$ cat config.mk
export PLATFORM = sky130hd
export DESIGN_NAME = im_program_loader
export DESIGN_NICKNAME = d
export VERILOG_FILES = /design/src/rtl/im_loader_pkg.sv /design/src/rtl/im_word_assembler.sv /design/src/rtl/im_program_loader.sv
export SDC_FILE = /design/constraint.sdc
export NUM_CORES = 1
export LEC_CHECK = 0
export BUFFER_PORTS_ARGS = -buffer_cell sky130_fd_sc_hd__buf_2
export CORE_AREA = 3 3 141 75
export DETAILED_ROUTE_END_ITERATION = 7
export DIE_AREA = 0 0 144 78
export GPL_TIMING_DRIVEN = 1
export PLACE_DENSITY_LB_ADDON = 0.2
export SETUP_SLACK_MARGIN = 0.05
export SYNTH_ARGS = -nofsm -noshare
export SYNTH_HDL_FRONTEND = slang
export SYNTH_SLANG_ARGS = --single-unit
$ cat constraint.sdc
create_clock -name Clk -period 2.9 [get_ports Clk]
set_input_delay 0.58 -clock Clk [delete_from_list [all_inputs] [get_ports Clk]]
set_output_delay 0.58 -clock Clk [all_outputs]
set_load 0.005 [all_outputs]
$ cat src/rtl/im_loader_pkg.sv
// Shared types and constants for the instruction-memory program loader.
// Holds the loader state encoding, frame geometry and the RxReady/CpuHold decode.
package im_loader_pkg;

    typedef enum logic [2:0] {
        IDLE,
        HDR_HI,
        HDR_LO,
        PAYLOAD,
        WRITE,
        CHK,
        DONE,
        ERR
    } loaderState_e;

    localparam int HDR_BYTES           = 2;
    localparam int WORD_BYTES          = 4;
    localparam int DEFAULT_DEPTH_WORDS = 128;

    // Bytes are taken only while a frame field is being collected.
    function automatic logic rxReadyFor(input loaderState_e s);
        case (s)
            HDR_HI, HDR_LO, PAYLOAD, CHK: rxReadyFor = 1'b1;
            default:                      rxReadyFor = 1'b0;
        endcase
    endfunction

    // The CPU stays held for a whole load and after a failed one.
    function automatic logic cpuHoldFor(input loaderState_e s);
        case (s)
            IDLE, DONE: cpuHoldFor = 1'b0;
            default:    cpuHoldFor = 1'b1;
        endcase
    endfunction

endpackage

$ cat src/rtl/im_word_assembler.sv
// Collects bytes into a big-endian 32-bit word and flags the byte that completes it.
// The first byte of a word ends up in [31:24] after four shifts.
module im_word_assembler
    import im_loader_pkg::*;
(
    input  logic        clk_i,
    input  logic        rst_i,
    input  logic        clear_i,
    input  logic        byteValid_i,
    input  logic [7:0]  rxByte_i,
    output logic [31:0] word_o,
    output logic        wordFull_o
);

    localparam int                      CNT_W     = $clog2(WORD_BYTES);
    localparam logic [CNT_W-1:0]        LAST_BYTE = CNT_W'(WORD_BYTES - 1);

    logic [31:0]      word_q, word_d;
    logic [CNT_W-1:0] cnt_q, cnt_d;

    // The counter wraps naturally after the last byte, so the next word starts clean.
    always_comb begin
        word_d = word_q;
        cnt_d  = cnt_q;
        if (clear_i) begin
            word_d = '0;
            cnt_d  = '0;
        end else if (byteValid_i) begin
            word_d = {word_q[23:0], rxByte_i};
            cnt_d  = cnt_q + 1'b1;
        end
    end

    always_ff @(posedge clk_i) begin
        if (rst_i) begin
            word_q <= '0;
            cnt_q  <= '0;
        end else begin
            word_q <= word_d;
            cnt_q  <= cnt_d;
        end
    end

    assign word_o     = word_q;
    assign wordFull_o = byteValid_i && (cnt_q == LAST_BYTE);

endmodule

$ cat src/rtl/im_program_loader.sv
// Boot loader: parses a framed byte stream and writes big-endian words into the IM.
// Frame = 16-bit word count, 4*N payload bytes, XOR checksum of all prior bytes.
module im_program_loader
    import im_loader_pkg::*;
#(
    parameter int          DEPTH_WORDS = DEFAULT_DEPTH_WORDS,
    parameter logic [31:0] BASE_ADDR   = 32'h0000_0000
) (
    input  logic        Clk,
    input  logic        Rst,
    input  logic        Start,
    input  logic [7:0]  RxData,
    input  logic        RxValid,
    output logic        RxReady,
    output logic        ImWrEn,
    output logic [31:0] ImWrAddr,
    output logic [31:0] ImWrData,
    output logic        CpuHold,
    output logic        Done,
    output logic        Error
);

    loaderState_e state_q, state_d;
    logic [15:0]  nWords_q, nWords_d;
    logic [15:0]  wordCnt_q, wordCnt_d;
    logic [7:0]   xor_q, xor_d;
    logic [31:0]  addr_q, addr_d;

    logic         accept;
    logic         enterHdr;
    logic         payloadByte;
    logic         wordFull;
    logic [15:0]  headerN;
    logic [31:0]  asmWord;

    assign accept      = RxValid && RxReady;
    assign payloadByte = accept && (state_q == PAYLOAD);
    assign headerN     = {nWords_q[15:8], RxData};

    im_word_assembler u_assembler (
        .clk_i       (Clk),
        .rst_i       (Rst),
        .clear_i     (enterHdr),
        .byteValid_i (payloadByte),
        .rxByte_i    (RxData),
        .word_o      (asmWord),
        .wordFull_o  (wordFull)
    );

    // Next-state logic; every per-frame register is reloaded when a new load starts.
    always_comb begin
        state_d   = state_q;
        nWords_d  = nWords_q;
        wordCnt_d = wordCnt_q;
        xor_d     = xor_q;
        addr_d    = addr_q;
        enterHdr  = 1'b0;

        case (state_q)
            IDLE, DONE, ERR: begin
                if (Start) begin
                    state_d   = HDR_HI;
                    enterHdr  = 1'b1;
                    nWords_d  = '0;
                    wordCnt_d = '0;
                    xor_d     = '0;
                    addr_d    = BASE_ADDR;
                end
            end
            HDR_HI: begin
                if (accept) begin
                    nWords_d[15:8] = RxData;
                    xor_d          = xor_q ^ RxData;
                    state_d        = HDR_LO;
                end
            end
            HDR_LO: begin
                if (accept) begin
                    nWords_d = headerN;
                    xor_d    = xor_q ^ RxData;
                    if (int'(headerN) > DEPTH_WORDS) begin
                        state_d = ERR;
                    end else if (headerN == 16'd0) begin
                        state_d = CHK;
                    end else begin
                        state_d = PAYLOAD;
                    end
                end
            end
            PAYLOAD: begin
                if (accept) begin
                    xor_d = xor_q ^ RxData;
                    if (wordFull) begin
                        state_d = WRITE;
                    end
                end
            end
            WRITE: begin
                addr_d    = addr_q + 32'(WORD_BYTES);
                wordCnt_d = wordCnt_q + 16'd1;
                if (wordCnt_d == nWords_q) begin
                    state_d = CHK;
                end else begin
                    state_d = PAYLOAD;
                end
            end
            CHK: begin
                if (accept) begin
                    state_d = (RxData == xor_q) ? DONE : ERR;
                end
            end
            default: state_d = IDLE;
        endcase
    end

    always_ff @(posedge Clk) begin
        if (Rst) begin
            state_q   <= IDLE;
            nWords_q  <= '0;
            wordCnt_q <= '0;
            xor_q     <= '0;
            addr_q    <= BASE_ADDR;
        end else begin
            state_q   <= state_d;
            nWords_q  <= nWords_d;
            wordCnt_q <= wordCnt_d;
            xor_q     <= xor_d;
            addr_q    <= addr_d;
        end
    end

    // Status is decoded from the state so it clears as soon as a new load begins.
    assign RxReady  = rxReadyFor(state_q);
    assign CpuHold  = cpuHoldFor(state_q);
    assign ImWrEn   = (state_q == WRITE);
    assign ImWrAddr = addr_q;
    assign ImWrData = asmWord;
    assign Done     = (state_q == DONE);
    assign Error    = (state_q == ERR);

endmodule

==> Implementation_results.wiki <==
{| class="wikitable"
! Metric !! Value
|-
| Met2 routing resource usage after global routing || 37.2%
|-
| Die X || 144 µm
|-
| Top library cells by usage in the layout, fill and taps aside || 119 x sky130_fd_sc_hd__nand2_1, 107 x sky130_fd_sc_hd__dfxtp_1, 96 x sky130_fd_sc_hd__a21oi_1, 78 x sky130_fd_sc_hd__buf_2, 62 x sky130_fd_sc_hd__nor2_1
|-
| Number of warning messages in the yosys log || 0
|-
| Share of synthesized flip-flops with an asynchronous set or reset || 0%
|-
| Number of enable-type register cells in the synthesized netlist || 0
|-
| Number of nets in the finished design || about 800
|-
| Maximum fanout along the worst path || 13
|-
| Number of setup violations in the final report || 0
|-
| Leading cell type in the layout, fill and taps excluded || sky130_fd_sc_hd__nand2_1
|-
| Unrepaired setup endpoints after global routing || no
|-
| Synth Area per Inst || 7.58 µm²
|-
| Maximum Capacitance Violations || 0
|-
| Worst path buffer plus inverter count || 0
|-
| Worst path depth || 7
|-
| Vias in the first global route || about 4500
|-
| Max frequency || about 0.40 GHz
|-
| Result of the run || complete, no violations
|-
| DIE HEIGHT || 78 µm
|-
| Met3 usage in global routing || under 10%
|-
| Worst min-delay path category || register to register
|-
| CTS H-tree lvls || 3
|-
| Startpoint type of the worst setup path || register
|-
| Number of clock buffers inserted by TritonCTS || 9
|-
| Delay of the slowest cell on the worst path || 0.49 ns
|-
| Count of antenna diodes in the layout || 0
|-
| Port buffer count || 78
|-
| Post-route DRC violation count || 0
|-
| Slowest CP cell || sky130_fd_sc_hd__a2111oi_4
|-
| Clock tree from TritonCTS || done
|-
| Signed area change from the synthesized netlist to the final layout || 15.2%
|-
| Routed wire length per instance || around 15 µm
|-
| Number of I/O pins || 81
|-
| Max Root-Sink Buffers || 2
|-
| Number of detailed-routing iterations run before antenna repair || 5
|-
| Clock-pin slew on the worst setup and hold paths || ~0.070 ns
|-
| GRT busiest layer || met2
|-
| CTS resizes || 0
|-
| Pin count of the biggest net entering global routing || 35
|-
| Number of rows created at floorplan || 25
|-
| Worst vdd rail ir drop || 0.371 mV
|-
| Flip-flop cell with the highest count after synthesis || sky130_fd_sc_hd__dfxtp_1
|-
| Count of final max-slew check failures || 0
|-
| Cell depth of the worst flop-to-flop path || 7
|-
| Fill cell total of the finished layout || 854
|-
| Final cycle utilization of the critical path || 87.2%
|-
| Worst relative slew slack || 54.6%
|-
| Number of buffers added for setup after CTS || 0
|-
| Synth cell types || 56
|-
| Clock latency on the worst-skew pair || 0.35 ns
|-
| Number of storage elements in the synthesis netlist || 107
|-
| Final critical-path required period || roughly 2.5 ns
|-
| Setup Total Neg Slack || 0 ns
|-
| Total number of vias || 5059
|-
| Die area || 11200 µm²
|-
| Layout cell share with drive strength beyond 1 || ~16%
|-
| Clk Tree Root Cell || sky130_fd_sc_hd__clkbuf_16
|-
| Netlist Area Pre-Place || 5290 µm²
|-
| Nature of the critical path endpoint || register
|-
| Cell Count Post-Placement || 874
|-
| Total wire length after detailed routing || 13.1 mm
|-
| Core footprint || 9350 µm²
|-
| Final antenna-violating net count || 0
|-
| Data arrival time of the critical path || ~2.8 ns
|-
| Starting density of the core || 56.5%
|-
| Clock sink count || 107
|-
| Total grt overflow || 0
|-
| Vias/cell || between 5 and 6
|-
| Largest delay share family, worst path || simple AND/OR/NAND/NOR gates
|-
| Number of antenna violations at the first check in global routing || 0
|-
| Wire length of the first global-routing pass || 21.9 mm
|-
| Cell count of the worst hold path || 2
|-
| Number of hold buffers added after cts || 0
|-
| Cells traversed along the worst timing path || ha_1, nand2b_1, a2111oi_4, nand4_1, nor4_1, xnor2_1, nor2_1
|-
| Fraction of post-synthesis cell area in the top cell type by area || 40.5%
|-
| Post-layout instance count excluding filler cells || 890
|-
| Worst Skew || 0.00668 ns
|-
| Met1 Resource Use GR || 33.3%
|-
| Cell Pwr Density || ~640 nW/µm²
|-
| Half-perimeter wire length after placement || slightly above 9 mm
|-
| Cells after Synth || around 700
|-
| Fin. Hold Viols || 0
|-
| Largest area contributor in the netlist || sky130_fd_sc_hd__dfxtp_1
|-
| Type of the worst setup path || register to register
|-
| Sequential-to-total area share from yosys stat || 40.5%
|-
| Data required time at the worst endpoint || 3.13 ns
|-
| Global-route total usage across every layer || 23.9%
|-
| Count of routing violations after the opening detailed-route iteration || 523
|-
| Cell types with the largest area share after synthesis || sky130_fd_sc_hd__dfxtp_1 41%, sky130_fd_sc_hd__a21oi_1 9.1%, sky130_fd_sc_hd__nand2_1 8.4%
|-
| Placer Congestion || ~0.84
|-
| Worst-Margin Slew || between 0.6 and 0.7 ns
|-
| P_leak || 2.26 nW
|}
==> kinds of logic (layout without fill, tap and decap cells) <==
kind of cell | count (synthesis) | in the layout | share of synthesized area, %
and+or+nand+nor | 320 | 320 | 28.8
AOI/OAI and AO/OA | 155 | 155 | 17.1
DFF | 107 | 107 | 40.5
buffers and inverters | 65 | 135 | 4.87
xor gates and xnor gates | 44 | 44 | 7.29
adders and majority gates | 4 | 4 | 0.946
muxes | 2 | 2 | 0.402
other | 1 | 2 | 0.0709
==> cell type report <==
type	count	area, µm²	area share (%)
multi-input combinational	527	2900	47.5
sequential	107	2140	35.2
timing repair buffer	98	541	8.87
clock buffer	9	225	3.70
tap	121	151	2.49
inverter	21	78.8	1.29
clock inverter	7	57.6	0.945
==> path summary, 6_finish.rpt <==
kind / startpoint / endpoint / slack [ns]
max: state_q[1] / ImWrAddr[31] / 0.37
min reg2reg: u_assembler.word_o[28] / u_assembler.word_o[28] / 0.45
min: u_assembler.word_o[28] / u_assembler.word_o[28] / 0.45
max reg2reg: state_q[1] / ImWrAddr[31] / 0.37
==> power breakdown <==
part / total, mW / internal, mW / switching, mW
clock: 1.18 / 0.597 / 0.588
sequential: 1.62 / 1.54 / 0.0779
combinational: 1.08 / 0.384 / 0.698
==> state kept, by name (all words and copies together), names as in the netlist <==
| name | count |
|---|---|
| xor_q | 8 |
| u_assembler.word_o | 32 |
| nWords_q | 16 |
| u_assembler.cnt_q | 2 |
| wordCnt_q | 16 |
| state_q | 3 |
| ImWrAddr | 30 |
==> synthesized netlist by cell type (7+ instances only) <==
cell type                  number
sky130_fd_sc_hd__a21oi_1       96
sky130_fd_sc_hd__clkbuf_1      33
sky130_fd_sc_hd__dfxtp_1      107
sky130_fd_sc_hd__inv_1         20
sky130_fd_sc_hd__nand2_1      119
sky130_fd_sc_hd__nand2b_1      15
sky130_fd_sc_hd__nand3_1       32
sky130_fd_sc_hd__nand4_1       14
sky130_fd_sc_hd__nor2_1        62
sky130_fd_sc_hd__nor2b_1        7
sky130_fd_sc_hd__nor3_1        13
sky130_fd_sc_hd__nor4_1        12
sky130_fd_sc_hd__o21ai_0       29
sky130_fd_sc_hd__or3_1         22
sky130_fd_sc_hd__xnor2_1       32
sky130_fd_sc_hd__xor2_1        12
==> layer usage <==
layer | vias up | share of wire, %
met4 | 0 | 0.78
met2 | 161 | 44
met1 | 2349 | 48
met5 | - | 0
met3 | 12 | 7.3
li1 | 2537 | -
==> tightest hold or removal path, stage by stage (launching register included) <==
cell and delay [ns]:
sky130_fd_sc_hd__dfxtp_1 0.31, sky130_fd_sc_hd__nand2_1 0.05, sky130_fd_sc_hd__a21oi_1 0.05
==> stage by stage <==
stage               util, %  area, µm²  hold WS, ns  power (mW)  setup slack (ns)
floorplan                 -       5290        0.440        2.41             0.511
global placement       62.1       5810        0.438        2.70             0.415
detailed placement     62.1       5810        0.443        2.72             0.295
CTS                    65.1       6090        0.454        3.91             0.374
global route           65.1       6090        0.487        4.12             0.107
finish                 65.1       6090        0.452        3.88             0.372
No activity file was read; power rests on OpenSTA's default activity.
